## src/rtl/tdm_pkg.sv

```systemverilog
// Shared definitions for the TDM serializer/deserializer pair.
// Holds the channel count, slot index width and receive FSM states.
package tdm_pkg;

    localparam int TDM_NCH  = 4;
    localparam int TDM_SELW = 2;

    typedef enum logic {
        HUNT = 1'b0,
        RUN  = 1'b1
    } tdm_state_e;

endpackage

```

## src/rtl/tdm_slot_cnt.sv

```systemverilog
// Wrapping slot counter for the TDM receiver.
// A frame marker loads 1, because the marker bit itself fills slot 0.
module tdm_slot_cnt
    import tdm_pkg::*;
#(
    parameter int NCH  = TDM_NCH,
    parameter int SELW = TDM_SELW
) (
    input  logic            clk,
    input  logic            rst_n,
    input  logic            load,
    input  logic            step,
    output logic [SELW-1:0] sel
);

    logic [SELW-1:0] sel_q;
    logic [SELW-1:0] sel_d;

    // NCH is a power of two, so natural overflow gives the NCH-1 -> 0 wrap.
    always_comb begin
        sel_d = sel_q;
        if (load) begin
            sel_d = SELW'(1);
        end else if (step) begin
            sel_d = sel_q + SELW'(1);
        end
    end

    always_ff @(posedge clk or negedge rst_n) begin
        if (!rst_n) begin
            sel_q <= '0;
        end else begin
            sel_q <= sel_d;
        end
    end

    assign sel = sel_q;

endmodule

```

## src/rtl/tdm_demux1x4.sv

```systemverilog
// Serial-to-parallel TDM demultiplexer: locks on a frame marker, steers each
// bit to its slot and publishes the completed word with a one-cycle strobe.
//
//   state | meaning
//   ------+------------------------------------------------------------
//   HUNT  | unlocked; bits discarded until a frame marker is seen
//   RUN   | locked; each enabled bit fills slot sel, word out at last slot
module tdm_demux1x4
    import tdm_pkg::*;
#(
    parameter int NCH  = TDM_NCH,
    parameter int SELW = TDM_SELW
) (
    input  logic            clk,
    input  logic            rst_n,
    input  logic            en,
    input  logic            din,
    input  logic            frame,
    output logic [NCH-1:0]  dout,
    output logic            valid,
    output logic [SELW-1:0] sel,
    output logic            locked,
    output logic            sync_err
);

    tdm_state_e     state_q;
    tdm_state_e     state_d;
    logic [NCH-1:0] shadow_q;
    logic [NCH-1:0] shadow_d;
    logic [NCH-1:0] dout_q;
    logic [NCH-1:0] dout_d;
    logic [NCH-1:0] word;
    logic           valid_q;
    logic           valid_d;
    logic           sync_err_q;
    logic           sync_err_d;
    logic           cnt_load;
    logic           cnt_step;

    tdm_slot_cnt #(
        .NCH  (NCH),
        .SELW (SELW)
    ) u_slot_cnt (
        .clk   (clk),
        .rst_n (rst_n),
        .load  (cnt_load),
        .step  (cnt_step),
        .sel   (sel)
    );

    // The last slot's bit goes straight into dout, never via the shadow flops.
    always_comb begin
        state_d    = state_q;
        shadow_d   = shadow_q;
        dout_d     = dout_q;
        valid_d    = 1'b0;
        sync_err_d = 1'b0;
        cnt_load   = 1'b0;
        cnt_step   = 1'b0;
        word       = shadow_q;
        word[sel]  = din;

        if (en) begin
            if (frame) begin
                cnt_load    = 1'b1;
                shadow_d    = '0;
                shadow_d[0] = din;
                state_d     = RUN;
                if (state_q == RUN && sel != '0) begin
                    sync_err_d = 1'b1;
                end
            end else if (state_q == RUN) begin
                cnt_step = 1'b1;
                shadow_d = word;
                if (sel == SELW'(NCH - 1)) begin
                    dout_d  = word;
                    valid_d = 1'b1;
                end
            end
        end
    end

    always_ff @(posedge clk or negedge rst_n) begin
        if (!rst_n) begin
            state_q    <= HUNT;
            shadow_q   <= '0;
            dout_q     <= '0;
            valid_q    <= 1'b0;
            sync_err_q <= 1'b0;
        end else begin
            state_q    <= state_d;
            shadow_q   <= shadow_d;
            dout_q     <= dout_d;
            valid_q    <= valid_d;
            sync_err_q <= sync_err_d;
        end
    end

    assign dout     = dout_q;
    assign valid    = valid_q;
    assign sync_err = sync_err_q;
    assign locked   = (state_q == RUN);

endmodule

```

## config.mk

```make
export PLATFORM = sky130hd
export DESIGN_NAME = tdm_demux1x4
export DESIGN_NICKNAME = d
export VERILOG_FILES = /design/src/rtl/tdm_pkg.sv /design/src/rtl/tdm_slot_cnt.sv /design/src/rtl/tdm_demux1x4.sv
export SDC_FILE = /design/constraint.sdc
export NUM_CORES = 1
export LEC_CHECK = 0
export CORE_AREA = 8 8 45 47
export DETAILED_ROUTE_END_ITERATION = 8
export DIE_AREA = 0 0 53 55
export PLACE_DENSITY = 0.71
export SYNTH_ARGS = -nofsm -noshare
export SYNTH_HDL_FRONTEND = slang
export SYNTH_SLANG_ARGS = --single-unit
```

## constraint.sdc

```tcl
create_clock -name clk -period 1.5 [get_ports clk]
set_input_delay 0.3 -clock clk [delete_from_list [all_inputs] [get_ports clk]]
set_output_delay 0.3 -clock clk [all_outputs]
set_load 0.05 [all_outputs]
```

==> Word-level counts from Yosys, hierarchy flattened <==
Cells that the tools add are included.
{ "totals": {"reg_bits": 13, "latch_bits": 0, "ram_bits": 0, "mem_bits_ro": 0, "in_bits": 5, "out_inout_bits": 9, "word_cells": 38, "mem_count": 0} }
{ "op_classes": {"n_addsub": 1, "n_mul": 0, "n_div": 0, "magnitude_cmp": 2, "n_eq_ne": 1, "shift": 0, "mux": 19, "bitwise": 1, "reduce_logical": 8} }
{ "ops": {"columns": ["cell", "count"], "rows": [
  ["$mux W1", 13],
  ["$mux W4", 2],
  ["$reduce_bool A2 Y1", 3],
  ["$bwmux W4", 1],
  ["$mux W2", 2],
  ["$reduce_and A2 Y1", 2],
  ["$reduce_and A4 Y1", 1],
  ["$lt A2 B3 Y1 const B", 1],
  ["$add A2 B1 Y2 const B", 1],
  ["$demux W1 S2", 1],
  ["$eq A2 B2 Y1 const B", 1],
  ["$ge A2 B1 Y1 const B", 1],
  ["$logic_and A1 B1 Y1", 2],
  ["$not A1 Y1", 1]
]} }

==> Depth between registers and ports, before layout <==
Gate-level depths: netlist of run 1.
{ "depth": {"depth_word": 7, "ltp_mapped": 5, "mapped_depth_nobuf": 5} }

==> Modules after synthesis <==
From an unflattened synthesis of run 1, not the netlist that was laid out.
{ "unflattened": {"hier_cells": 41, "area_unflattened_um2": 533.0} }
{ "modules_own_cells": {"columns": ["mod", "instances", "cells_each", "area_each_um2", "seq_area_each_um2"], "rows": [
  ["tdm_demux1x4", 1, 33, 432.9, 250.2],
  ["tdm_slot_cnt", 1, 8, 100.1, 50.0]
]} }

==> Worst setup path before layout of run 1 <==
Ideal clock, no wire load.
{ "synth_timing": {"path_kind": "reg2reg", "startpoint": "register u_slot_cnt.sel_q[0] (netlist: u_slot_cnt.sel[0])", "endpoint": "register shadow_q[0]", "setup_time_ns": 0.095, "arrival_ns": 1.336, "required_time_ns": 1.405, "setup_slack_ns": 0.069, "path_stages_with_launch": 6, "n_path_buf": 0, "period_less_slack_ns": 1.431, "cell_sequence": "dfrtp_1 > inv_1 > ha_1 > a21oi_1 > o21ai_0 > o31ai_1"} }
{ "synth_between": {"elab_chain_len": 7, "elab_cells_between_ends": 8, "classes_between": "order compare: 2; mux: 5; reduce/logical: 1"} }
{ "synth_rtl": {"columns": ["item", "line", "rtl"], "rows": [
  ["start: declaration", "tdm_slot_cnt.sv:16", "logic [SELW-1:0] sel_q;"],
  ["start signal: assignment", "tdm_slot_cnt.sv:33", "sel_q <= sel_d;"],
  ["$lt A2 B3 Y1 (implied by the code) / $ge A2 B1 Y1 (equally long branches)", "tdm_demux1x4.sv:61", "word[sel] = din;"],
  ["$logic_and A1 B1 Y1 (implied by the code)", "tdm_demux1x4.sv:61", null],
  ["$mux W1 (implied by the code)", "tdm_demux1x4.sv:61", null],
  ["$demux W1 S2 (*)", "tdm_demux1x4.sv:61", null],
  ["$bwmux W4 (*)", "tdm_demux1x4.sv:61", null],
  ["$mux W4 (*)", "tdm_demux1x4.sv:72", "end else if (state_q == RUN) begin"],
  ["$mux W4 (*)", "tdm_demux1x4.sv:64", "if (frame) begin"],
  ["end signal: assignment", "tdm_demux1x4.sv:92", "shadow_q <= shadow_d;"],
  ["end: declaration", "tdm_demux1x4.sv:28", "logic [NCH-1:0] shadow_q;"]
]} }
Mark *: on every way between the ends. The rest lies on a longest branch, timed or not. The select of a mux whose other input is x is not followed.
A chain may end at the register's enable or synchronous reset.

==> Worst setup path after layout of run 1 <==
{ "layout_timing": {"startpoint": "register state_q (netlist: locked)", "endpoint": "output port locked"} }
{ "layout_rtl": {"columns": ["item", "line", "rtl"], "rows": [
  ["start: declaration", "tdm_demux1x4.sv:26", "tdm_state_e state_q;"],
  ["start signal: assignment", "tdm_demux1x4.sv:91", "state_q <= state_d;"],
  ["end: declaration", "tdm_demux1x4.sv:22", "output logic locked,"]
]} }
No word-level cell between the ends.

==> flow_summary.yaml, run 1 <==
outcome:
  status: "finished clean"
drt:
  drtIter0Drc: 11
  dr_total_vias: 451
  avgViaCountPerCell: 5.244
  wl_per_cell_um: 14.21
  drcViolationCount: 0
  firstDrtPassIters: 4
  ant_nets: 0
  wirelength_mm: 1.222
die:
  start_util: 0.4259
  dieArea_um2: 2915
  fp-row-count: 14
  core-area_um2: 1384
  die_w_um: 53
  io_pins: 14
  fp.dieH_um: 55
clocking:
  cts_setup_buffers: 0
  clkSinkCount: 12
  htree_levels: 1
  cts_resized: 0
  ctsHoldBuffers: 0
  clock_latency_ns: 0.28
  clk_pin_slew_ns: 0.08
  clock_path_buffers: 2
  cts_buffers: 3
  root_buffer: "clkbuf_4"
  tritoncts: "done"
timing:
  skew_ns: 0.001457
  slew_headroom: 0.7301
  drv_slew: 0
  rsz0062_at_grt: "false"
  fmax_ghz: 0.7305
  setup_tns_ns: 0
  finalCritPeriodShare: 0.9126
  setup_viol: 0
  hold_violations: 0
  fin_crit_ns: 1.369
  worst_slew_pin_slew_ns: 0.4048
finish:
  area_delta_synth_final_pct: 46.07
  layout-drive-gt1-share: 0.2429
  final_nets: 80
  diodes: 0
  fillers: 119
setup_path:
  crit_buf_inv: 1
  path_delay_family: "flip-flops"
  worstPathMaxFanout: 9
  endpoint_kind: "primary output"
  critPathKind: "flop to primary output"
  critical_path_required_ns: 1.20
  cp-start-kind: "flop"
  cpMaxStageDelayCell: "dfrtp_1"
  arrival_ns: 1.07
  crit_chain: "buf_12"
  max_stage_delay_ns: 0.59
grt:
  grt_pass1_wl_mm: 1.987
  grt_pass1_vias: 445
  antenna_found_initial: 0
  overflow: 0
  track_usage: 0.09603
  grt_max_degree: 13
place:
  port_buffers: 13
  gp_congestion: 0.8089
  place_hpwl_um: 902.8
synthesis:
  ys_warn_count: 0
  synth.area.top_cells: "dfrtp_1, ha_1, o21ai_0"
  synth_edf_count: 0
  seq_area_frac_synth: 0.5096
  synth_top_area_frac: 0.5096
  synthArstFlopShare: 1.000
  synth_seq_cells: 12
  synth_area_leader_cell: "dfrtp_1"
  synth_most_common_cell: "dfrtp_1"
  avgSynthCellArea_um2: 10.91
  synth.distinct_cells: 17
  synthFlopType: "dfrtp_1"
  synthTopCellsByCount: "dfrtp_1, nand2_1, o21ai_0"
  synthesis.nets: 63
  syn-instance-count: 54
  netlist_area_um2: 589.3
power_and_ir_drop:
  p_leak_nw: 0.4019
  power_density_nw_per_um2: 1716
  ir_drop_mv: 0.7333
  p_total_mw: 1.477
job:
  max-cap-violations: 0
hold_path:
  holdCritPathClass: "primary input to asynchronous set/reset pin"
==> metal layers <==
layer / share of wire / track usage / wire length, µm / vias to the layer above
met2: 0.43 / 0.1348 / 531 / 19
met1: 0.46 / 0.1156 / 562 / 208
met4: 0.039 / 0.1034 / 48 / 0
met5: 0 / 0 / 0 / -
li1: - / - / - / 219
met3: 0.065 / 0.01872 / 80 / 5
==> logic make-up (layout without fill, tap and decap cells) <==
| kind of cell | Yosys count | after routing | synth area share |
|---|---|---|---|
| flip-flops | 12 | 12 | 0.5096 |
| AND/OR/NAND/NOR | 12 | 12 | 0.1253 |
| adder cells (fa/ha/maj) | 4 | 4 | 0.08493 |
| multiplexers | 3 | 3 | 0.05096 |
| AO/OA/AOI/OAI | 16 | 16 | 0.1762 |
| buffers and inverters | 7 | 23 | 0.05308 |
==> final timing paths <==
| kind | startpoint | to | slack [ns] | depth (start not counted) |
|---|---|---|---|---|
| worst min-delay path | rst_n | sync_err$_DFF_PN0_ | 0.32 | 2 |
| min in group clk | shadow_q[0]$_DFFE_PN0P_ | shadow_q[0]$_DFFE_PN0P_ | 0.52 | 2 |
| max in group asynchronous | rst_n | valid$_DFF_PN0_ | 1.03 | 2 |
| worst max-delay path | locked$_DFFE_PN0P_ | locked | 0.13 | 1 |
| worst min register to register | shadow_q[0]$_DFFE_PN0P_ | shadow_q[0]$_DFFE_PN0P_ | 0.52 | 2 |
| worst max register to register | u_slot_cnt.sel[0]$_DFFE_PN0P_ | shadow_q[0]$_DFFE_PN0P_ | 0.23 | 5 |
==> registers in the layout, indices dropped and copies added (netlist names) <==
register / count
locked: 1
u_slot_cnt.sel: 2
dout: 4
sync_err: 1
shadow_q: 3
valid: 1
==> cell usage in the layout, fill, tap and decap left out, drive strengths merged <==
master         instances
o2bb2ai                2
inv                    5
dfrtp                 12
mux2i                  3
nor3b                  1
clkbuf                 4
nand4b                 1
a21o                   1
o31ai                  2
and2                   1
a32oi                  2
buf                   10
ha                     4
o21ai                  8
clkdlybuf4s50          4
a21oi                  1
nor2                   1
nand2                  8
==> worst register-to-register path, delay by kind of cell, from the launching register on <==
kind | cells | cell delay [ns]
flip-flops | 1 | 0.49
buffers and inverters | 1 | 0.10
adder cells (fa/ha/maj) | 1 | 0.25
AO/OA/AOI/OAI | 3 | 0.34
==> stage by stage <==
step	cell area, µm²	hold slack, ns	std cells	utilization	worst slack (ns)
2_1_floorplan	589.3	0.004409	54	-	0.06887
3_3_place_gp	824.5	0.5012	82	0.5958	0.04445
3_5_place_dp	824.5	0.5026	82	0.5958	0.01923
4_1_cts	860.8	0.3163	86	0.6221	0.1297
5_1_grt	860.8	0.3329	86	0.6221	0.08821
6_report	860.8	0.3174	86	0.6221	0.1311
==> report_power, final <==
part | leakage (nW) | switching, mW | total, mW | internal (mW)
clock | 0.0210 | 0.119 | 0.267 | 0.148
sequential | 0.151 | 0.0963 | 0.505 | 0.409
combinational | 0.229 | 0.365 | 0.705 | 0.340
==> layout make-up <==
class	instances	area, µm²	area share
flip-flops and latches	12	300.3	0.3488
multi-input cells	35	257.7	0.2994
repair buffers	14	227.7	0.2645
clock buffers	4	36.28	0.04215
well taps	16	20.02	0.02326
inverters	5	18.77	0.02180
Power figures use the tool's default switching activity.
==> run 2, diff against run 1 <==
--- a/config.mk
+++ b/config.mk
@@ -6,6 +6,7 @@
 export NUM_CORES = 1
 export LEC_CHECK = 0
 export CORE_AREA = 8 8 45 47
+export CTS_BUF_LIST = sky130_fd_sc_hd__clkbuf_8
 export DETAILED_ROUTE_END_ITERATION = 8
 export DIE_AREA = 0 0 53 55
 export PLACE_DENSITY = 0.71
==> flow_summary.yaml, run 2 (synthesized netlist as in run 1, its figures left out) <==
setup_path:
  crit_start: "u_slot_cnt.sel[0]$_DFFE_PN0P_"
  worstReg2RegEnd: "shadow_q[0]$_DFFE_PN0P_"
  worstPathMaxFanout: 6
  critPathKind: "flop to flop"
  crit_end: "shadow_q[0]$_DFFE_PN0P_"
  arrival_ns: 1.49
  crit_chain: "inv_1 -> ha_1 -> a21oi_1 -> o21ai_0 -> o31ai_1"
  endpoint_kind: "flop"
  max_stage_delay_ns: 0.49
  critical_path_required_ns: 1.63
  cp-start-kind: "flop"
  cpMaxStageDelayCell: "dfrtp_1"
  r2r_start: "u_slot_cnt.sel[0]$_DFFE_PN0P_"
  reg2regPathDepth: 5
  reg2reg_slack_ns: 0.14
drt:
  firstDrtPassIters: 4
  wirelength_mm: 1.291
  dr_total_vias: 456
  drcViolationCount: 0
  drtIter0Drc: 9
  avgViaCountPerCell: 5.302
  wl_per_cell_um: 15.01
  ant_nets: 0
timing:
  slew_headroom: 0.7451
  fmax_ghz: 0.7372
  worst_slew_pin_slew_ns: 0.3824
  hold_violations: 0
  worst_hold_slack_ns: 0.3606
  rsz0062_at_grt: "false"
  setup_tns_ns: 0
  drv_slew: 0
  setup_viol: 0
  skew_ns: 0.004107
  finalCritPeriodShare: 0.9044
  fin_crit_ns: 1.357
job:
  max-cap-violations: 0
finish:
  final_area_um2: 879.6
  largest_register_ffs: 4
  post-route-util: 0.6356
  finalNonFillerCells: 86
  most-common-layout-cells: "dfrtp_1, buf_12, nand2_1, o21ai_0, inv_1"
  layout-drive-gt1-share: 0.2429
  area_delta_synth_final_pct: 49.26
  final_nets: 80
  diodes: 0
  layout_commonest_cell: "dfrtp_1"
die:
  fp-row-count: 14
  dieArea_um2: 2915
  start_util: 0.4259
  core-area_um2: 1384
  fp.dieH_um: 55
  die_w_um: 53
  io_pins: 14
clocking:
  tritoncts: "done"
  clock_latency_ns: 0.24
  clock_path_buffers: 2
  clkSinkCount: 12
  root_buffer: "clkbuf_8"
  ctsHoldBuffers: 0
  cts_resized: 0
  cts_buffers: 3
  clk_pin_slew_ns: 0.06
  htree_levels: 1
  cts_setup_buffers: 0
power_and_ir_drop:
  power_density_nw_per_um2: 1789
  p_clk_frac: 0.225
  switching_power_mw: 0.5919
  seq_power_share: 0.323
  pwr-share-comb: 0.452
  ir_drop_mv: 1.075
  internal_power_mw: 0.9815
  p_leak_nw: 0.4097
  netSwitchingFraction: 0.3762
place:
  dp_cells: 82
  placed_cell_area_um2: 824.5
  gp_congestion: 0.8089
  port_buffers: 13
  place_hpwl_um: 902.8
grt:
  overflow: 0
  grt_pass1_vias: 461
  grt_pass1_wl_mm: 2.132
  antenna_found_initial: 0
  grt_max_degree: 13
  track_usage: 0.09934
hold_path:
  holdCritPathClass: "primary input to asynchronous set/reset pin"
outcome:
  status: "finished clean"
run 2: cell types whose count changed in the layout (fill, tap and decap cells not counted):
cell / delta
clkbuf_4: -3
clkbuf_8: +3
run 2: worst min path at each step:
stage	endpoint	from	slack [ns]
global placement	shadow_q[1]$_DFFE_PN0P_	shadow_q[1]$_DFFE_PN0P_	0.50
CTS	sync_err$_DFF_PN0_	rst_n	0.37
finish	sync_err$_DFF_PN0_	rst_n	0.36
detailed placement	shadow_q[2]$_DFFE_PN0P_	shadow_q[2]$_DFFE_PN0P_	0.50
floorplan	dout[0]$_DFFE_PN0P_	rst_n	0.004
global route	sync_err$_DFF_PN0_	rst_n	0.39
run 2: metal layers:
metal / part of all wire / up-vias / GRT usage / routed length [µm]
li1: - / 220 / - / -
met1: 0.42 / 213 / 0.1125 / 539
met2: 0.50 / 19 / 0.1680 / 643
met3: 0.060 / 4 / 0.01872 / 78
met4: 0.023 / 0 / 0.06466 / 30
met5: 0 / - / 0 / 0
run 2: layout make-up:
cell class | instances | area (µm²)
multi-input combinational | 35 | 257.7
clock buffer | 4 | 55.05
fill | 118 | 504.2
inverter | 5 | 18.77
sequential | 12 | 300.3
tap | 16 | 20.02
timing repair buffer | 14 | 227.7
run 2: power groups by stage:
stage,sequential (mW),clock [mW],combinational (mW)
floorplan,0.688,0,0.173
global placement,0.509,0,0.706
detailed placement,0.512,0,0.711
CTS,0.507,0.358,0.719
global route,0.517,0.369,0.753
finish,0.508,0.355,0.711
run 2: through the flow:
| step | setup slack [ns] | power (mW) |
|---|---|---|
| after floorplan | 0.06887 | 0.8610 |
| after global placement | 0.04445 | 1.215 |
| after detailed placement | 0.01923 | 1.223 |
| after CTS | 0.1199 | 1.584 |
| after global routing | 0.05483 | 1.639 |
| final | 0.1435 | 1.573 |
run 2: worst max-delay path: cells and delay by family, from the launching register on:
kind	cells	cell delay, ns
AO/OA/AOI/OAI	3	0.40
flip-flops	1	0.49
adder cells (fa/ha/maj)	1	0.25
buffers and inverters	1	0.10
